===== config.mk =====
export PLATFORM = sky130hd
export DESIGN_NAME = conv_result_reader
export DESIGN_NICKNAME = d
export VERILOG_FILES = /design/src/rtl/cnn_pkg.sv /design/src/rtl/conv_result_clamp.sv /design/src/rtl/conv_result_reader.sv
export SDC_FILE = /design/constraint.sdc
export NUM_CORES = 1
export LEC_CHECK = 0
export CAP_MARGIN = 20
export CORE_MARGIN = 10
export CORE_UTILIZATION = 30
export CTS_CLUSTER_SIZE = 40
export DETAILED_ROUTE_END_ITERATION = 10
export GPL_TIMING_DRIVEN = 0
export PLACE_DENSITY_LB_ADDON = 0.2
export SLEW_MARGIN = 40
export SYNTH_ARGS = -nofsm -noshare
export SYNTH_HDL_FRONTEND = slang
export SYNTH_SLANG_ARGS = --single-unit

===== constraint.sdc =====
create_clock -name clk -period 5.55 [get_ports clk]
set_input_delay 1.3875 -clock clk [delete_from_list [all_inputs] [get_ports clk]]
set_output_delay 1.3875 -clock clk [all_outputs]
set_load 0.1 [all_outputs]

===== src/rtl/cnn_pkg.sv =====
// Shared sizes and FSM state type for the convolution result path.
package cnn_pkg;
  localparam int unsigned RES_W     = 30;
  localparam int unsigned RES_H     = 30;
  localparam int unsigned RES_WHOLE = RES_W * RES_H;
  localparam int unsigned DATA_W    = 16;
  localparam int unsigned ADDR_W    = 10;
  localparam int unsigned PIX_W     = 8;

  typedef enum logic [1:0] {
    IDLE,
    STREAM,
    DRAIN
  } rd_state_e;
endpackage


===== src/rtl/conv_result_clamp.sv =====
// Saturates one stored convolution result to an 8-bit pixel, optionally with ReLU.
module conv_result_clamp #(
  parameter int unsigned DATA_W  = cnn_pkg::DATA_W,
  parameter int unsigned RELU_EN = 1
) (
  input  logic [DATA_W-1:0]         data,
  output logic [cnn_pkg::PIX_W-1:0] pix_c
);
  import cnn_pkg::*;

  localparam logic [DATA_W-1:0] PIX_MAX = DATA_W'(255);

  // Negative check only applies when results are signed.
  always_comb begin
    pix_c = data[PIX_W-1:0];
    if ((RELU_EN != 0) && data[DATA_W-1]) begin
      pix_c = '0;
    end else if (data > PIX_MAX) begin
      pix_c = '1;
    end
  end
endmodule


===== src/rtl/conv_result_reader.sv =====
// Streams one frame out of the result buffer as clamped 8-bit pixels on a
// valid/ready interface with end-of-line and end-of-frame markers.
module conv_result_reader #(
  parameter int unsigned RES_W   = cnn_pkg::RES_W,
  parameter int unsigned RES_H   = cnn_pkg::RES_H,
  parameter int unsigned DATA_W  = cnn_pkg::DATA_W,
  parameter int unsigned RELU_EN = 1
) (
  input  logic                       clk,
  input  logic                       reset,
  input  logic                       start,
  input  logic                       abort,
  output logic [cnn_pkg::ADDR_W-1:0] rd_addr,
  input  logic [DATA_W-1:0]          rd_data,
  output logic                       out_valid,
  input  logic                       out_ready,
  output logic [cnn_pkg::PIX_W-1:0]  out_data,
  output logic                       out_eol,
  output logic                       out_last,
  output logic                       busy,
  output logic                       done
);
  import cnn_pkg::*;

  localparam int unsigned COL_W = (RES_W > 1) ? $clog2(RES_W) : 1;
  localparam int unsigned ROW_W = (RES_H > 1) ? $clog2(RES_H) : 1;

  rd_state_e          state;
  rd_state_e          next_state;
  logic [COL_W-1:0]   col;
  logic [ROW_W-1:0]   row;
  logic [PIX_W-1:0]   pix_c;
  logic               xfer;
  logic               load;
  logic               col_end;
  logic               row_end;

  assign xfer    = out_valid & out_ready;
  assign load    = (state == STREAM) & (~out_valid | xfer);
  assign col_end = (col == COL_W'(RES_W - 1));
  assign row_end = (row == ROW_W'(RES_H - 1));

  conv_result_clamp #(
    .DATA_W  (DATA_W),
    .RELU_EN (RELU_EN)
  ) u_clamp (
    .data  (rd_data),
    .pix_c (pix_c)
  );

  always_ff @(posedge clk or negedge reset) begin
    if (!reset) begin
      state <= IDLE;
    end else begin
      state <= next_state;
    end
  end

  // Abort overrides every transition, including start and a pending transfer.
  always_comb begin
    next_state = state;
    if (abort) begin
      next_state = IDLE;
    end else begin
      case (state)
        IDLE:    if (start) next_state = STREAM;
        STREAM:  if (load && col_end && row_end) next_state = DRAIN;
        DRAIN:   if (xfer) next_state = IDLE;
        default: next_state = IDLE;
      endcase
    end
  end

  // Output register, address and row/column tracking; address wraps to 0
  // on the final load so it never points past the frame.
  always_ff @(posedge clk or negedge reset) begin
    if (!reset) begin
      rd_addr   <= '0;
      col       <= '0;
      row       <= '0;
      out_valid <= 1'b0;
      out_data  <= '0;
      out_eol   <= 1'b0;
      out_last  <= 1'b0;
      busy      <= 1'b0;
      done      <= 1'b0;
    end else if (abort) begin
      rd_addr   <= '0;
      col       <= '0;
      row       <= '0;
      out_valid <= 1'b0;
      busy      <= 1'b0;
      done      <= 1'b0;
    end else begin
      done <= (state == DRAIN) & xfer;
      busy <= (next_state != IDLE);
      if (load) begin
        out_valid <= 1'b1;
        out_data  <= pix_c;
        out_eol   <= col_end;
        out_last  <= col_end & row_end;
        if (col_end) begin
          col <= '0;
          row <= row_end ? '0 : row + ROW_W'(1);
        end else begin
          col <= col + COL_W'(1);
        end
        rd_addr <= (col_end && row_end) ? '0 : rd_addr + ADDR_W'(1);
      end else if (xfer) begin
        out_valid <= 1'b0;
      end
    end
  end
endmodule


==> run_results.csv <==
group,metric,value,unit
global_route,grt_max_degree,36,
yosys,synth-edff-count,0,
global_route,grt_usage,10.0,%
yosys,synth_top_area_share,48.0,%
power,leakage,0.000977,uW
yosys,yosys-top-cells-area,"dfrtp_1 48%, a21oi_1 4.7%, o41ai_1 4.3%",
setup_path,worstPathRequired,5.73,ns
yosys,synth_top_area_cell,"dfrtp_1",
layout,syn_to_final_growth,26.0,%
sta,rsz0062_at_grt,"false",
setup_path,crit_arrival,3.05,ns
sta,tns,0,ns
yosys,synth_cells,187,
sta,period_share,51.6,%
sta,relSlewSlack,55.4,%
sta,fmax,349,MHz
clock_network,clkTransAtPathRegs,0.07,ns
global_route,grt_antenna_before_repair,0,
outcome,status,"finished clean",
die,core,5920,um^2
routing,ant_nets,0,
clock_network,hold_buffers,0,
layout,drive_above_1_share,20.0,%
die,die_y,98.0,um
yosys,synth_area,1820,um^2
yosys,synth_nets,213,
routing,vias,1570,
sta,slew_viol_final,0,
setup_path,cp-end-kind,"flop",
layout,diodes,0,
yosys,avgSynthCellArea,9.76,um^2
sta,final.setup.worst_slack,2.68,ns
clock_network,cts_setup_buffers,0,
sta,tightest_slew,0.668,ns
die,initial_core_util,30.8,%
die,chipWidth,98.0,um
power,ir_drop,0.129,mV
yosys,yosys.cell_types.count,42,
routing,wl_met1,2140,um
yosys,yosys_most_used_dff,"dfrtp_1",
clock_network,clk_latency,0.29,ns
min_path,hp-class,"reg -> reg",
global_route,grt_pass1_vias,1632,
clock_network,numCtsBuffers,5,
routing,drtIter0Drc,63,
clock_network,cts_tree,"built",
placement,place_hpwl,3430,um
routing,drcViolationCount,0,
die,boundaryPins,44,
power,powerDensity,289,nW/um^2
setup_path,critical_path_class,"in -> reg",
flow_run,cap_violations,0,
routing,wire_per_inst,15.1,um
yosys,synthArstFlopShare,100,%
sta,fin_crit,2.87,ns
setup_path,crit_fanout,10,
routing,drt-pass1-iter-count,4,
routing,wl_met2,2290,um
sta,finClkSkew,0.00787,ns
sta,setup_viol,0,
setup_path,startpoint_type,"input pin",
sta,fin_hold_ws,0.492,ns
routing,wirelength,4690,um
yosys,ys_warn_count,0,
die,die-area,9600,um^2
clock_network,cts_resized,0,
yosys,ys_seq_area_share,48.0,%
placement,port_buffers,41,
die,rows,28,
routing,route.met3.wl,200,um
routing,top_layer_used,"met4",
sta,hold_viol,0,
clock_network,clk_path_buf_depth,2,
power,power.total,665,uW
placement,place_ws,2.38,ns
clock_network,cts-root-buf,"clkbuf_8",
yosys,synth-seq-cells,35,
clock_network,cts_sinks,35,
clock_network,ctsHtreeMaxLevel,2,
global_route,grt_pass1_wl,7970,um
global_route,overflow,0,
placement,gp_congestion,0.770,
layout,nNetsFinal,261,
routing,via_per_inst,5.06,
==> cell usage after synthesis (2+ instances only) <==
| cell | n |
|---|---|
| o41ai_1 | 9 |
| o21ai_0 | 13 |
| ha_1 | 5 |
| and3_1 | 2 |
| a22o_1 | 2 |
| dfrtp_1 | 35 |
| buf_2 | 4 |
| or4_1 | 3 |
| clkbuf_1 | 7 |
| inv_1 | 5 |
| nand3_1 | 5 |
| a21oi_2 | 3 |
| nand2b_1 | 6 |
| mux2_2 | 2 |
| buf_6 | 2 |
| nor2_1 | 6 |
| nor2b_1 | 2 |
| nor3_1 | 9 |
| a21oi_1 | 17 |
| a31oi_1 | 5 |
| or3_1 | 9 |
| nand2_1 | 16 |
==> power breakdown <==
| part | internal, uW | switching, uW | total [uW] |
|---|---|---|---|
| Combinational | 39.6 | 154 | 194 |
| Sequential | 272 | 11.2 | 283 |
| Clock | 97.3 | 90.7 | 188 |
==> cell type report <==
type | instances | area [um^2]
clock buffer | 6 | 82.6
sequential | 35 | 876
fill | 613 | 3620
timing repair buffer | 41 | 293
buffer | 14 | 72.6
tap | 75 | 93.8
multi-input combinational | 133 | 857
clock inverter | 1 | 5.00
inverter | 5 | 18.8
==> critical path, cell delays in order <==
cell and delay [ns]:
clkdlybuf4s50_1 0.51, nor2b_1 0.08, a2111oi_4 0.65, buf_6 0.24, o21ba_2 0.17
==> cell usage in the layout (no fill, tap or decap), drive strengths merged <==
| cell | instances |
|---|---|
| a32oi | 1 |
| o21ai | 13 |
| clkbuf | 13 |
| inv | 5 |
| o22ai | 1 |
| ha | 5 |
| clkdlybuf4s50 | 17 |
| o211ai | 1 |
| a211oi | 1 |
| a21o | 2 |
| a21oi | 20 |
| a2111oi | 1 |
| o21bai | 1 |
| and4 | 2 |
| nand3b | 1 |
| o41ai | 9 |
| a22o | 2 |
| o31ai | 1 |
| a31oi | 5 |
| or4 | 3 |
| nor2 | 6 |
| buf | 31 |
| mux2 | 2 |
| o21ba | 1 |
| nor3 | 9 |
| nand2 | 16 |
| nand2b | 6 |
| and2b | 1 |
| nor4b | 1 |
| nand3 | 5 |
| a221oi | 1 |
| nor2b | 2 |
| or3 | 9 |
| and3 | 3 |
| o311ai | 1 |
| nand4 | 1 |
| clkinv | 1 |
| dfrtp | 35 |
==> cells by family (layout without fill, tap and decap cells) <==
| family | after synthesis | count (layout) | share of synthesized area [%] |
|---|---|---|---|
| AND/OR/NAND/NOR | 65 | 65 | 19.3 |
| adder cells (fa/ha/maj) | 5 | 5 | 3.43 |
| buffers and inverters | 19 | 67 | 5.01 |
| AO/OA/AOI/OAI | 61 | 61 | 23.0 |
| flip-flops | 35 | 35 | 48.0 |
| multiplexers | 2 | 2 | 1.23 |
==> routing by layer <==
metal	up-vias	global-route usage [%]
met5	-	0
met4	0	3.91
met3	5	3.74
met2	20	16.1
met1	753	11.7
li1	792	-
==> path summary, 6_finish.rpt <==
path / slack [ns] / depth (start not counted) / to / from
worst max-delay path: 2.68 / 5 / out_last / out_ready
worst min-delay path: 0.49 / 1 / col[4] / col[4]
worst max register to register: 3.41 / 6 / out_last / col[0]
worst min register to register: 0.49 / 1 / col[4] / col[4]
max in group asynchronous: 4.18 / 1 / rd_addr[1] / reset
min in group asynchronous: 1.04 / 1 / out_data[6] / reset
==> stage by stage <==
step | area [um^2] | cells | utilization, %
after floorplan | 1820 | 187 | -
after global placement | 2330 | 303 | 39.3
after detailed placement | 2210 | 303 | 37.3
after CTS | 2300 | 310 | 38.8
after global routing | 2300 | 310 | 38.8
final | 2300 | 310 | 38.8
==> sequential cells by signal, indices dropped and copies added (netlist names) <==
register / count
col: 5
out_data: 8
out_last: 1
out_valid: 1
rd_addr: 10
busy: 1
out_eol: 1
done: 1
state: 2
row: 5
No activity file was read; power rests on OpenSTA's default activity.
